<file path="config.mk">
export PLATFORM = sky130hd
export DESIGN_NAME = ltc_access_arbiter
export DESIGN_NICKNAME = d
export VERILOG_FILES = /design/src/rtl/ltc_access_arbiter.sv
export SDC_FILE = /design/constraint.sdc
export NUM_CORES = 1
export LEC_CHECK = 0
export CAP_MARGIN = 20
export CORE_UTILIZATION = 29
export DETAILED_ROUTE_END_ITERATION = 12
export GPL_TIMING_DRIVEN = 0
export PLACE_DENSITY = 0.53
export SYNTH_ARGS = -nofsm -noshare
export SYNTH_HDL_FRONTEND = slang
export SYNTH_SLANG_ARGS = --single-unit
export TNS_END_PERCENT = 30
</file>
<file path="constraint.sdc">
create_clock -name clk -period 5.8 [get_ports clk]
set_input_delay 1.16 -clock clk [delete_from_list [all_inputs] [get_ports clk]]
set_output_delay 1.16 -clock clk [all_outputs]
set_load 0.02 [all_outputs]
</file>
<file path="src/rtl/ltc_access_arbiter.sv">
// Arbitrates per-requester read/write strobes onto a single local-time-counter
// req/ack handshake: writes first, round-robin within a class, with per-phase timeouts.
module ltc_access_arbiter #(
    parameter int P_LTC_WIDTH = 49,
    parameter int P_N_REQ     = 3,
    parameter int P_TIMEOUT   = 16
) (
    input  logic                             clk,
    input  logic                             rst,
    input  logic [P_N_REQ-1:0]               rd_stb,
    input  logic [P_N_REQ-1:0]               wr_stb,
    input  logic [P_N_REQ*P_LTC_WIDTH-1:0]   wr_data,
    output logic [P_N_REQ-1:0]               busy,
    output logic [P_N_REQ-1:0]               done,
    output logic [P_N_REQ-1:0]               err,
    output logic [P_LTC_WIDTH-1:0]           rd_data,
    output logic [P_LTC_WIDTH-1:0]           ltc_wr_data,
    output logic                             ltc_wr_req,
    input  logic                             ltc_wr_ack,
    input  logic [P_LTC_WIDTH-1:0]           ltc_rd_data,
    output logic                             ltc_rd_req,
    input  logic                             ltc_rd_ack
);

    localparam int W  = P_LTC_WIDTH;
    localparam int N  = P_N_REQ;
    localparam int GW = (N > 1) ? $clog2(N) : 1;
    localparam int TW = $clog2(P_TIMEOUT + 1);
    localparam logic [TW-1:0] T_LAST    = TW'(P_TIMEOUT - 1);
    localparam logic [GW-1:0] LAST_INIT = GW'(N - 1);

    typedef enum logic [2:0] {IDLE, ARB, REQ_HI, SETTLE, REQ_LO, FIN} state_t;

    state_t          state, state_nxt;
    logic [N-1:0]    pend_rd, pend_wr;
    logic [W-1:0]    hold [N];
    logic [GW-1:0]   last_grant;
    logic            op_wr;
    logic            abort;
    logic [TW-1:0]   timer;

    logic [GW-1:0]   sel_idx;
    logic            sel_wr;
    logic            cur_ack;
    logic            timed_out;
    logic            req_keep;
    logic            req_kind_wr;

    // First set bit of mask scanning upward from last+1, wrapping at N.
    function automatic logic [GW-1:0] rr_pick(input logic [N-1:0] mask,
                                               input logic [GW-1:0] last);
        int idx;
        rr_pick = '0;
        for (int k = N - 1; k >= 0; k--) begin
            idx = int'(last) + 1 + k;
            if (idx >= N) idx = idx - N;
            if (mask[idx]) rr_pick = idx[GW-1:0];
        end
    endfunction

    always_comb begin
        sel_wr      = |pend_wr;
        sel_idx     = rr_pick(sel_wr ? pend_wr : pend_rd, last_grant);
        cur_ack     = op_wr ? ltc_wr_ack : ltc_rd_ack;
        timed_out   = (timer == T_LAST);
        req_kind_wr = (state == ARB) ? sel_wr : op_wr;
    end

    always_ff @(posedge clk) begin
        if (rst) state <= IDLE;
        else     state <= state_nxt;
    end

    always_comb begin
        state_nxt = state;
        case (state)
            IDLE:    if ((|pend_rd || |pend_wr) && !ltc_wr_ack && !ltc_rd_ack) state_nxt = ARB;
            ARB:     state_nxt = REQ_HI;
            REQ_HI:  if (cur_ack) state_nxt = SETTLE;
                     else if (timed_out) state_nxt = REQ_LO;
            SETTLE:  state_nxt = REQ_LO;
            REQ_LO:  if (!cur_ack || timed_out) state_nxt = FIN;
            FIN:     state_nxt = IDLE;
            default: state_nxt = IDLE;
        endcase
        req_keep = (state_nxt == REQ_HI) || (state_nxt == SETTLE);
    end

    // During ARB last_grant still names the previous winner; the new winner is
    // already covered by its pending bit, so ARB is excluded from the grant term.
    always_comb begin
        done = '0;
        err  = '0;
        busy = pend_rd | pend_wr;
        for (int i = 0; i < N; i++) begin
            if (last_grant == GW'(i)) begin
                if (state == FIN) begin
                    done[i] = !abort;
                    err[i]  = abort;
                end
                if (state != IDLE && state != ARB) busy[i] = 1'b1;
            end
        end
    end

    always_ff @(posedge clk) begin
        if (rst) begin
            pend_rd     <= '0;
            pend_wr     <= '0;
            for (int i = 0; i < N; i++) hold[i] <= '0;
            last_grant  <= LAST_INIT;
            op_wr       <= 1'b0;
            abort       <= 1'b0;
            timer       <= '0;
            rd_data     <= '0;
            ltc_wr_data <= '0;
            ltc_wr_req  <= 1'b0;
            ltc_rd_req  <= 1'b0;
        end else begin
            for (int i = 0; i < N; i++) begin
                if (pend_wr[i]) begin
                    if (state == ARB && sel_wr && sel_idx == GW'(i)) pend_wr[i] <= 1'b0;
                end else if (wr_stb[i]) begin
                    pend_wr[i] <= 1'b1;
                    hold[i]    <= wr_data[i*W +: W];
                end
                if (pend_rd[i]) begin
                    if (state == ARB && !sel_wr && sel_idx == GW'(i)) pend_rd[i] <= 1'b0;
                end else if (rd_stb[i]) begin
                    pend_rd[i] <= 1'b1;
                end
            end

            timer <= (state_nxt != state) ? '0 : timer + TW'(1);

            if (state == ARB) begin
                last_grant <= sel_idx;
                op_wr      <= sel_wr;
                abort      <= 1'b0;
                if (sel_wr) ltc_wr_data <= hold[sel_idx];
            end
            if ((state == REQ_HI && state_nxt == REQ_LO) ||
                (state == REQ_LO && cur_ack && timed_out))
                abort <= 1'b1;
            if (state == SETTLE && !op_wr) rd_data <= ltc_rd_data;

            ltc_wr_req <= req_keep && req_kind_wr;
            ltc_rd_req <= req_keep && !req_kind_wr;
        end
    end

endmodule

</file>
* Word level (Yosys, flattened, before mapping) *
Memories as Yosys holds them, arrays and structs flattened. A register that Yosys moved wholly into a read port is not among the register bits.
Cells that the tools add are included.

word-level totals
  memories kept = 1
  register bits = 69
  bits in writable memories = 147
  output and inout port bits = 109

operators by class
  equality and inequality tests = 15
  add/subtract/negate cells = 7
  $lt $le $gt $ge = 6
  bitwise gates (word level) = 4
  muxes and demuxes = 71
  reduce and logical (&&, ||, !) cells = 37

memory list
  name  words  width  rd ports  clocked after memory_dff  wr ports  line  RTL
  hold  3      49     1         1                         3         36    logic [W-1:0] hold [N];

operators with widths
  kind                     count
  $mux W49                 3
  $lt A32 B4 Y1 const B    3
  $mux W32                 3
  $ge A32 B3 Y1 const B    2
  $sub A32 B3 Y32 const B  2
  $mux W1                  53
  $add A32 B2 Y32 const B  1
  $add A32 B3 Y32 const B  1
  $logic_and A1 B1 Y1      17
  $mux W3                  5
  $pmux W3 S5              1
  $eq A3 B2 Y1 const B     4
  $eq A3 B3 Y1 const B     3
  $logic_not A1 Y1         7
  $bmux W1 S2              3
  $mux W2                  3
  $reduce_or A3 Y1         2
  $add A5 B1 Y5 const B    1
  $eq A5 B4 Y1 const B     1
  $eq A2 B1 Y1 const B     2
  $eq A2 B2 Y1 const B     2
  $logic_not A2 Y1         2
  $logic_or A1 B1 Y1       4
  $sub A3 B2 Y4 const B    1
  12 further kinds         14

* Logic depth before layout (Yosys ltp) *
Gate-level depths: netlist of the first run.

  depth after elaboration = 14
  gate-level depth with buffers = 9
  mapped depth without buffers = 7

* Worst setup path after synthesis of the first run *
OpenSTA, ideal clock, no wires.

  kind = input-to-reg
  from = input port rst
  to = memory hold[0][0] (netlist bit), enable pin
  required time = 5.386 ns
  stages on the path = 3
  path buffers = 2
  arrival time = 2.947 ns
  slack = 2.439 ns
  cells stage by stage = clkbuf_1 -> clkbuf_1 -> nand2b_1

RTL lines
  item             line  RTL
  start, declared  9     input logic rst,
  end, declared    36

* Worst setup path after layout of the first run *
  from = register state[2]
  to = output port busy[0]

on the way
  longest elaborated chain between the ends = 4

RTL lines
  item                                                line  RTL
  start, declared                                     34    state_t state, state_nxt;
  start signal, assigned                              71    else state <= state_nxt;
  $ne A3 B1 Y1 or $reduce_bool A3 Y1 (tied branches)  101   if (state != IDLE && state != ARB) busy[i] = 1'b1;
  $logic_and A1 B1 Y1 *                               101
  $mux W1 *                                           101
  $mux W1 *                                           96    if (last_grant == GW'(i)) begin
  end, declared                                       13    output logic [P_N_REQ-1:0] busy,

Mark *: on every way between the ends. The rest lies on a longest branch, timed or not.

==> run metrics, run 1 <==
outcome=finished, final reports clean; Max-slew headroom=40.74%; vias in the first global route=8,665; Syn Nets=1,186; ys flop type=edfxtp_1; Clock Skew=0.01003 ns; Seq pwr share=a little under half; Async SR Flop Fraction=0%; Bufs on Longest Clock Path=3; multi-input logic area=slightly below 0.004 mm²; via count=about 8.6k; core box area=0.03767 mm²; Pins Over Slew Limit=0; Synth Instances=973; RePlAce Congestion=0.8027; crit-path cells=clkbuf_1 > or2_2 > a211o_1 > clkdlybuf4s50_1; slew at the pin with the worst max-slew slack=0.8890 ns; final core utilization=42.18%; largest net degree at the start of global routing=50; peak supply drop=~0.17 mV; first-pass GRT wire length=53,020 µm; Routed Wire Length=36,560 µm; layout cells sized above 1=7.675%; Pre-antenna DRT Iters=4; Die Height=around 200 µm; CTS clk-pin slew, worst paths=0.06 ns; PortBufs=314; Tcrit/Tclk final=roughly three fifths; fmax=between 0.2 and 0.3 GHz; nets=1,532; max_cap viols=0; number of synthesized register bits=265; clock share of power=between 30% and 40%; Post-Syn Area=0.01110 mm²; final setup TNS=0 ns; Setup-failing EPs final=0; register area share after synthesis=61.03%; Skew-Pair Late Insertion Delay=~0.56 ns; grt ovf=0; Core Rows=71; Min Clock Period, post-route=3.533 ns; Comb pwr share=14.9%; type of the tightest min-delay check=flop to flop; dpl hpwl=26,010 µm; number of synthesized flops with an enable pin=147; Worst EP arrival=2.37 ns; initial drt markers=369; RSZ-0062 raised after global routing=false; cts hold-fix bufs=0; Startpoint Class=flop; CTS Buf Count=30; Area growth syn-to-layout=43.09%; yosys warns=0; die area=around 0.039 mm²; Vias per Instance=~4.6; CP required=4.64 ns; Critical-path top delay cell=clkdlybuf4s50_1; IO Pins=315; Root Buffer=clkbuf_16; post-CTS setup buffer count=0; sw frac=roughly 25%; DRC viols=0; Die X=197.7 µm; starting density of the core=29.48%; Routed Antenna Nets=0; initial antenna violation count=11; P_leak=5.726 nW; synthesized area per cell=about 11 µm²; worst-path fanout max=10; internal power=roughly 3.5 mW; critical path class=flop to output port; P per Cell Area=298.0 mW/mm²; drt wl/cell=approximately 20 µm; Net Switching=1.189 mW; CTS tree=yes; post-cts resize count=0; H-tree depth=1; Sink Count=between 200 and 300; Critical Path Max Stage Delay=0.55 ns; Final Power=between 4 and 5 mW; Final Hold Viols=0; largest delay contributor family on the critical path=buffers and inverters; total track usage=a little under a fifth; Filler cells=3,711; Crit. End Element=output port; CP bufs+invs=2; register area=0.006777 mm²; Yosys cell types=61
==> through the flow <==
step	area [µm²]	std cells	hold WS [ns]	setup slack [ns]
3_3_place_gp	14890	1798	0.4319	0.3664
3_5_place_dp	14910	1798	0.4409	1.917
5_1_grt	15880	1854	0.4706	2.186
2_1_floorplan	11100	973	0.4176	2.439
4_1_cts	15880	1853	0.4511	2.269
6_report	15890	1858	0.4495	2.267
==> cell type report <==
class / instances / area share, %
Inverter: 7 / 0.1654
Antenna cell: 5 / 0.07875
Clock buffer: 46 / 5.670
Tap cell: 511 / 4.024
Multi-Input combinational cell: 625 / 24.90
Buffer: 76 / 2.307
Timing Repair Buffer: 314 / 19.78
Clock inverter: 9 / 0.4174
Sequential cell: 265 / 42.65
==> state kept, by name, summed over array words and instances (netlist names) <==
signal / flops
pend_wr: 3
rd_data: 49
timer: 5
ltc_wr_req: 1
op_wr: 1
ltc_rd_req: 1
pend_rd: 3
abort: 1
ltc_wr_data: 49
hold: 147
last_grant: 2
state: 3
==> final timing paths <==
path	startpoint	depth (start not counted)	to	slack, ns
worst max-delay path	state[2]	4	busy[0]	2.27
worst min-delay path	timer[0]	1	timer[0]	0.45
worst min register to register	timer[0]	1	timer[0]	0.45
worst max register to register	last_grant[0]	8	ltc_wr_data[29]	2.85
==> synthesized netlist by cell type (4+ instances only) <==
cell	n	area, µm²
and2_1	153	957.2
edfxtp_1	147	4414
dfxtp_1	118	2362
nand2_1	105	394.1
a21oi_1	81	405.4
clkbuf_1	51	191.4
nor2_1	45	168.9
a32oi_1	33	289.0
mux2i_1	26	260.3
o21ai_1	25	125.1
a211oi_2	20	250.2
a21boi_1	20	150.1
a31oi_1	18	112.6
nor3b_1	16	120.1
buf_2	11	55.05
nand2b_1	9	56.30
a211oi_1	8	60.06
buf_6	7	78.83
ha_1	7	87.58
inv_1	7	26.28
a211o_1	4	35.03
a21boi_0	4	30.03
buf_4	4	30.03
nor2b_1	4	25.02
==> routing by layer <==
metal | GRT usage [%] | vias up | share of wire (%)
li1 | - | 4163 | -
met1 | 22.56 | 4054 | 42
met2 | 31.99 | 277 | 48
met3 | 4.866 | 59 | 7.9
met4 | 4.795 | 12 | 1.8
met5 | 0 | - | 0.21
==> kinds of logic (layout without fill, tap and decap cells) <==
group | after synthesis | count (layout) | synth area share, %
DFF | 265 | 265 | 61.03
other | 0 | 5 | 0
AOI/OAI and AO/OA | 234 | 234 | 14.81
xor gates and xnor gates | 2 | 2 | 0.1578
and+or+nand+nor | 356 | 356 | 17.33
muxes | 26 | 26 | 2.344
buffers and inverters | 83 | 452 | 3.538
adders and majority gates | 7 | 7 | 0.7888
==> layout by cell type, fill, tap and decap left out, types with 8 or more instances in the layout <==
cell	netlist	routed
clkdlybuf4s50_1	0	314
and2_1	153	153
edfxtp_1	147	147
dfxtp_1	118	118
nand2_1	105	105
a21oi_1	81	81
clkbuf_1	51	59
nor2_1	45	45
a32oi_1	33	33
clkbuf_16	0	32
mux2i_1	26	26
o21ai_1	25	25
a211oi_2	20	20
a21boi_1	20	20
a31oi_1	18	18
nor3b_1	16	16
buf_2	11	11
a211oi_1	8	8
==> power by group through the flow <==
stage,combinational (mW),sequential [mW],clock [mW]
4_1_cts,0.721,2.17,1.91
3_5_place_dp,0.719,2.21,0
6_report,0.706,2.17,1.86
5_1_grt,0.766,2.18,1.97
3_3_place_gp,0.712,2.21,0
2_1_floorplan,0.336,2.22,0
(Power assumes the default switching activity.)
==> run 2: changes to the inputs <==
Settings changed: PLACE_DENSITY 0.53 to 0.55.
Clock period 5.8 ns to 3.12 ns, I/O delays scaled along.
==> run 2 against run 1 <==
Effect of this change: via count rose by 1.1%; critical path depth stayed put; routed wire length is 0.38% lower; first-iteration DRC count is 4.9% higher; cell area grew 0.54%; flip-flop and latch count stayed put; register-to-register slack worse by 2.5 ns; core utilization is 0.23 points higher; clock power is 100% higher; count of clock-buffer cells in the layout fell by 2; global-route usage is essentially flat; worst setup slack worse by 2.1 ns.
==> run metrics, run 2 (same netlist as run 1, synthesis figures left out) <==
Core Rows=71 (unchanged); cts hold-fix bufs=0 (unchanged); Area growth syn-to-layout=43.87% (was 43.09%); Max-slew headroom=38.74% (was 40.74%); Die X=197.7 µm (unchanged); DRC viols=0 (unchanged); fmax=0.3345 GHz; peak supply drop=0.4329 mV (was 0.1706 mV); Critical-path top delay cell=clkdlybuf4s50_1 (unchanged); Startpoint Class=flop (unchanged); P_leak=5.767 nW (was 5.726 nW); Sink Count=265 (unchanged); largest net degree at the start of global routing=50 (unchanged); Worst EP arrival=2.37 ns (about the same); core box area=0.03767 mm² (unchanged); Critical Path Max Stage Delay=0.56 ns (was 0.55 ns); slew at the pin with the worst max-slew slack=0.9156 ns (was 0.8890 ns); drt wl/cell=19.61 µm (was 19.68 µm); outcome=finished, final reports clean (unchanged); Skew-Pair Late Insertion Delay=0.57 ns (was 0.56 ns); crit-path cells=clkbuf_1 > or2_2 > a211o_1 > clkdlybuf4s50_1 (unchanged); R2R Setup Slk=0.33 ns (was 2.85 ns); Bufs on Longest Clock Path=3 (unchanged); starting density of the core=29.48% (unchanged); dpl hpwl=26,290 µm (was 26,010 µm); register with the most flip-flops=hold (unchanged); most frequent cells in the layout=314 x clkdlybuf4s50_1, 153 x and2_1, 147 x edfxtp_1, 118 x dfxtp_1, 105 x nand2_1 (unchanged); Min Clock Period, post-route=2.989 ns; Root Buffer=clkbuf_16 (unchanged); Largest regs=hold x147, ltc_wr_data x49, rd_data x49 (unchanged); Clock Skew=0.01902 ns (was 0.01003 ns); Routed Antenna Nets=0 (unchanged); Final Power=9.082 mW (was 4.734 mW); RSZ-0062 raised after global routing=false (unchanged); CTS Buf Count=31 (was 30); Pre-antenna DRT Iters=4 (unchanged); Routed Wire Length=36,420 µm (was 36,560 µm); Tcrit/Tclk final=95.82%; first-pass GRT wire length=53,500 µm (was 53,020 µm); type of the tightest min-delay check=flop to flop (unchanged); nets=1,533 (was 1,532); CTS tree=yes (unchanged); Pins Over Slew Limit=0 (unchanged); max reg flops=147 (unchanged); Worst Hold Slack=0.4475 ns (was 0.4495 ns); Vias per Instance=4.665 (was 4.610); IO Pins=315 (unchanged); worst-path fanout max=10 (unchanged); initial drt markers=387 (was 369); Crit. End Element=output port (unchanged); via count=8,662 (was 8,565); total track usage=18.43% (was 18.45%); PortBufs=314 (unchanged); max_cap viols=0 (unchanged); H-tree depth=1 (unchanged); vias in the first global route=8,862 (was 8,665); grt ovf=0 (unchanged); most common cell after layout, fill and taps aside=clkdlybuf4s50_1 (unchanged); CTS clk-pin slew, worst paths=0.06 ns (about the same); initial antenna violation count=10 (was 11); die area=0.03907 mm² (unchanged); RePlAce Congestion=0.8239 (was 0.8027); post-CTS setup buffer count=0 (unchanged); Final Hold Viols=0 (unchanged); CP required=2.50 ns (was 4.64 ns); critical path class=flop to output port (unchanged); Die Height=197.7 µm (unchanged); Setup-failing EPs final=0 (unchanged); layout cells sized above 1=7.961% (was 7.675%); P per Cell Area=568.6 mW/mm² (was 298.0 mW/mm²)
[run 2: changes by cell type in the layout (fill, tap and decap cells not counted)]
cell	previous run	this run
bufinv_16	1	3
clkbuf_1	59	54
clkbuf_2	0	2
clkbuf_4	2	0
clkbuf_8	4	7
clkinv_1	3	6
clkinv_2	5	1
clkinv_4	0	1
clkinvlp_4	0	1
diode_2	5	2
inv_6	0	1
[run 2: metrics by stage]
| stage | setup slack (ns) | std cells | TNS (ns) | util, % | cell area (µm²) |
|---|---|---|---|---|---|
| after floorplan | 0.2948 | 973 | 0 | - | 11100 |
| after global placement | -1.697 | 1798 | -249.74 | 39.52 | 14890 |
| after CTS | 0.1077 | 1855 | 0 | 42.39 | 15970 |
| final | 0.1305 | 1857 | 0 | 42.41 | 15970 |
| after global routing | 0.003424 | 1857 | 0 | 42.41 | 15970 |
| after detailed placement | -0.2495 | 1798 | -29.74 | 39.58 | 14910 |
[run 2: final timing paths]
kind / start / endpoint / cells after the start
min: timer[0] / timer[0] / 1
min reg2reg: timer[0] / timer[0] / 1
max: state[2] / busy[1] / 4
max reg2reg: last_grant[0] / ltc_wr_data[32] / 8
[run 2: per-layer routing]
layer | global-route usage, % | up-vias | wire, µm | share of wire (%)
li1 | - | 4177 | - | -
met5 | 0 | - | 63 | 0.17
met4 | 5.685 | 10 | 891 | 2.4
met3 | 5.361 | 63 | 2986 | 8.2
met1 | 22.63 | 4108 | 15420 | 42
met2 | 31.01 | 304 | 17060 | 47
[run 2: timing repair]
action / CTS / global route
resized for setup: 0 / 4
endpoints found under the hold margin: 0 / 0
endpoints found under the setup margin: 0 / 10
[run 2: area by class of cell]
class,count,area [µm²]
clock buffers,44,915.9
fillers,3629,21690
multi-input cells,625,3956
well taps,511,639.4
clock inverters,13,142.6
inverters,7,26.28
flip-flops and latches,265,6777
diodes,2,5.005
repair buffers,314,3143
plain buffers,76,369.1
[run 2: critical path: cells and delay by family (launching register included)]
family	cells	cell delay [ns]
buffers and inverters	2	0.77
AOI/OAI and AO/OA	1	0.32
and+or+nand+nor	1	0.37
DFF	1	0.33
[run 2: power by group]
part / total [mW] / leakage (nW) / internal [mW] / switching (mW)
sequential: 4.03 / 2.53 / 3.95 / 0.0810
clock: 3.73 / 0.515 / 2.27 / 1.46
combinational: 1.32 / 2.72 / 0.585 / 0.732
==> RTL edit 1 (flow settings as in run 2) <==
`P_TIMEOUT`: 16 -> 32.
--- a/src/rtl/ltc_access_arbiter.sv
+++ b/src/rtl/ltc_access_arbiter.sv
@@ -3,7 +3,7 @@
 module ltc_access_arbiter #(
     parameter int P_LTC_WIDTH = 49,
     parameter int P_N_REQ     = 3,
-    parameter int P_TIMEOUT   = 16
+    parameter int P_TIMEOUT   = 32
 ) (
     input  logic                             clk,
     input  logic                             rst,
Check against the original RTL: no difference found for any inputs over 4 cycles, from zero or initial values and one cycle with rst high; that may be too few to reach the edited logic, so the function may still have changed.
==> RTL edit 1 against run 2 <==
- maximum frequency up 0.40%
- worst setup slack gained 12 ps
- power down 4.9%
- cell count rose by 2.6%
- combinational power shrank 7%
- largest cell class unchanged
- cell area up 0.16%
- sequential cell count grew 1
- wire length fell by 3.3%
- hold slack got worse by 8.8 ps
- via count up 2.0%
- synthesized area is 0.73% higher
- clock power shrank 9.9%
- highest routed layer is now met4
- global-route usage shrank 0.93 points
==> RTL edit 1: results (changes against run 2) <==
Clk. pwr=3.36 mW (-9.9%); fillcell total=3709 (+2.2%); Final Skew=16.6 ps (-2.39 ps); status=finished clean; Worst VDD drop=0.000466 V (+7.7%); grt met1 use=0.224 (-0.00191); power after layout=8.64 mW (-4.9%); PortBufs=313 (-0.32%); post-synthesis adder-cell area fraction=0.00671 (-0.00118); RePlAce Congestion=0.814 (-1.2%); via count=8839 (+2.0%); initial antenna violation count=2 (-8); Synth top cells by count=nand2_1, and2_1, edfxtp_1, dfxtp_1, a21oi_1; Net Count, Synth=1231 (+3.8%); Leak=5.69 nW (-1.4%); GRT Total Usage=0.175 (-0.00930); share of cells above drive strength 1=0.0891 (+0.00953); internal power=6.47 mW (-5.0%); final wirelength=35200 µm (-3.3%); Slew headroom=0.323 (-0.0644); initial drt markers=370 (-4.4%); GR Util met3=0.0358 (-0.0178); worst stage delay on the critical path=600 ps (+40 ps); Synth area leaders=edfxtp_1, dfxtp_1, and2_1, nand2_1, a21oi_1; number of global-route vias before repair=8868 (+0.068%); # placed instances=1843 (+2.5%); Synth Area in Compound Gates=0.125 (-0.0228)
RTL edit 1: changes by cell type in the layout (fill, tap and decap cells not counted), moves of 21 or more:
cell      delta
a311oi_2    +28
a32oi_1     -33
mux2i_1     -21
nand2_1     +68
nand3_1     +37
o21ai_1     -25
RTL edit 1: repair_timing:
action / CTS / global route
pin swaps: 1 / 2
resized for setup: 6 / 13
gates cloned: 0 / 0
endpoints found under the hold margin: 0 / 0
setup endpoints to repair: 48 / 52
setup buffers: 3 / 3
RTL edit 1: path summary, 6_finish.rpt:
| path | startpoint | to | slack, ps | depth (start not counted) |
|---|---|---|---|---|
| hold / removal | timer[0]$_SDFF_PP0_ | timer[0]$_SDFF_PP0_ | 440 | 1 |
| hold reg to reg | timer[0]$_SDFF_PP0_ | timer[0]$_SDFF_PP0_ | 440 | 1 |
| setup reg to reg | last_grant[0]$_SDFFE_PP0N_ | ltc_wr_data[9]$_SDFFE_PP0P_ | 150 | 12 |
| setup / recovery | state[2]$_SDFF_PP0_ | done[0] | 140 | 6 |
RTL edit 1: per-stage QoR:
step	instance area (µm²)	worst slack [ps]
6_report	16000	142
5_1_grt	16000	5.26
4_1_cts	15900	33.3
3_5_place_dp	15000	-190
3_3_place_gp	15000	-1360
2_1_floorplan	11200	295
RTL edit 1: layout make-up:
class                      count  share of cell area
timing repair buffer         319               0.199
clock inverter                10             0.00547
sequential                   266               0.425
antenna                        3            0.000469
multi-input combinational    666               0.252
inverter                       7             0.00164
buffer                        79              0.0241
clock buffer                  44              0.0527
tap                          511              0.0400
RTL edit 1: per-layer routing:
metal  vias up  routed length [µm]
met1      4171               15300
met2       337               16600
met4         0                 742
met5         -                   0
met3        46                2530
li1       4285                   -
==> RTL edit 2 (flow settings as in run 2) <==
Without the edit above. Encoding of `state_t`: now one-hot (6 bits for 6 states).
--- a/src/rtl/ltc_access_arbiter.sv
+++ b/src/rtl/ltc_access_arbiter.sv
@@ -29,7 +29,7 @@
     localparam logic [TW-1:0] T_LAST    = TW'(P_TIMEOUT - 1);
     localparam logic [GW-1:0] LAST_INIT = GW'(N - 1);
 
-    typedef enum logic [2:0] {IDLE, ARB, REQ_HI, SETTLE, REQ_LO, FIN} state_t;
+    typedef enum logic [5:0] {IDLE = 6'b000001, ARB = 6'b000010, REQ_HI = 6'b000100, SETTLE = 6'b001000, REQ_LO = 6'b010000, FIN = 6'b100000} state_t;
 
     state_t          state, state_nxt;
     logic [N-1:0]    pend_rd, pend_wr;
Behaviour: no difference found for any inputs over 4 cycles, from zero or initial values and one cycle with rst high; so few cycles prove little.
==> RTL edit 2 against run 2 <==
- worst setup slack gained 17 ps
- sequential cell count is 3 higher
- cell area up 1.3%
- first-iteration DRC count grew 27%
- largest power group unchanged
- clock skew fell by 12 ps
- synthesized cell count up 8.5%
- largest cell class unchanged
- critical endpoint is now ltc_wr_data[33]$_SDFFE_PP0P_
- via count is 9.2% higher
- register-to-register slack worse by 180 ps
- power is 8.3% lower
- combinational power decreased by 31%
- hold slack got worse by 1.2 ps
- wire length increased by 8.0%
- synthesized area up 2.3%
==> RTL edit 2: results (changes against run 2) <==
net switching power figure=1.97 mW (-13%); global-route wire length before repair=56000 µm (+4.7%); post-synthesis adder-cell area fraction=0.00771 (-0.000179); H-tree levels=1 (unchanged); GRT Total Usage=0.190 (+0.00610); RePlAce Congestion=0.814 (-1.2%); mux share of post-synthesis cell area=0.00352 (-0.0199); Final Skew=7.42 ps (-11.6 ps); DP HPWL=28300 µm (+7.8%); final net count=1617 (+5.5%); initial antenna violation count=1 (-9); synth unique cells=59 (-3.3%); Worst VDD drop=0.000395 V (-8.8%); post-synthesis sequential area ratio=0.602 (-0.00856); clock latency on the worst-skew pair=550 ps (-20 ps); Synth area leaders=edfxtp_1, dfxtp_1, and2_1, nand2_1, nand3_1; initial drt markers=490 (+27%); Synth top cells by count=and2_1, edfxtp_1, nand2_1, dfxtp_1, clkbuf_1; Net Count, Synth=1269 (+7.0%); placement-stage cell area=15200 µm² (+1.8%); per-cell routed wire length=20.2 µm (+3.1%); Slew headroom=0.441 (+0.0534); via count=9462 (+9.2%); diode count=0 (-2); pre-CTS WS=-350 ps (-100 ps); final wirelength=39400 µm (+8.0%); Synth Area in Compound Gates=0.152 (+0.00347); clk root buf=clkbuf_16; Leak=5.75 nW (-0.28%); number of global-route vias before repair=9190 (+3.7%); crit path DAT=3450 ps (+1080 ps); worst stage delay on the critical path=510 ps (-50 ps); share of cells above drive strength 1=0.0623 (-0.0173); Num CTS Buffers=30 (-3.2%); critical path's slowest cell=clkbuf_1; # placed instances=1888 (+5.0%); Post-Synthesis Cells=1056 (+8.5%); Worst Setup SP=last_grant[0]$_SDFFE_PP0N_; status=finished clean
## RTL edit 2: cell types whose count changed after synthesis, moves of 25 or more
cell       change
a32oi_1       -32
a21oi_1       -28
o21ai_1       -25
a2bb2oi_1     +27
o211ai_1      +27
nand2_1       +30
nand3_1       +53
## RTL edit 2: power groups by stage
stage | Sequential, mW | Combinational, mW | Clock [mW]
4_1_cts | 4.02 | 0.917 | 3.46
6_report | 4.02 | 0.909 | 3.40
3_5_place_dp | 4.09 | 0.911 | 0
2_1_floorplan | 4.08 | 0.387 | 0
3_3_place_gp | 4.10 | 0.900 | 0
5_1_grt | 4.04 | 0.974 | 3.61
## RTL edit 2: kinds of logic (layout without fill, tap and decap cells)
kind of cell,after synthesis,count (layout)
XOR/XNOR,3,3
AO/OA/AOI/OAI,236,236
AND/OR/NAND/NOR,439,439
buffers and inverters,99,471
multiplexers,4,4
adder cells (fa/ha/maj),7,7
flip-flops,268,268
## RTL edit 2: repair_timing
item,CTS,global route
buffers inserted,2,1
hold endpoints to repair,0,0
gates resized for setup,15,19
pin swaps,1,0
hold buffers,0,0
setup endpoints to repair,51,59
## RTL edit 2: through the flow
step | power [mW] | hold WS, ps | TNS [ps]
global route | 8.62 | 468 | -99.2
finish | 8.33 | 446 | 0
global placement | 5.00 | 432 | -269640
detailed placement | 5.01 | 443 | -57320
floorplan | 4.47 | 421 | 0
CTS | 8.40 | 453 | 0
## RTL edit 2: cell type report
| type | instances | area (µm²) |
|---|---|---|
| Multi-Input combinational cell | 689 | 4180 |
| Tap cell | 518 | 648 |
| Clock inverter | 10 | 72.6 |
| Buffer | 86 | 369 |
| Sequential cell | 268 | 6840 |
| Fill cell | 3679 | 22500 |
| Clock buffer | 46 | 872 |
| Timing Repair Buffer | 317 | 3160 |
| Inverter | 12 | 45.0 |
## RTL edit 2: worst max-delay path: cells and delay by family, from the launching register on
family	cells	cell delay [ps]
fa+ha+maj	1	460
simple gates	1	90
buf+inv	3	1040
flops	1	440
compound gates	3	840
## RTL edit 2: worst paths after layout
path | cells after the start | endpoint | slack, ps
setup / recovery | 8 | ltc_wr_data[33]$_SDFFE_PP0P_ | 150
hold / removal | 1 | timer[0]$_SDFF_PP0_ | 450
setup reg to reg | 8 | ltc_wr_data[33]$_SDFFE_PP0P_ | 150
hold reg to reg | 1 | timer[0]$_SDFF_PP0_ | 450
## RTL edit 2: layer usage
layer	vias up	wire length, µm	track usage
met2	442	18800	0.333
met4	2	769	0.0455
met3	51	3480	0.0450
met5	-	15	0
met1	4471	16200	0.235
li1	4496	-	-
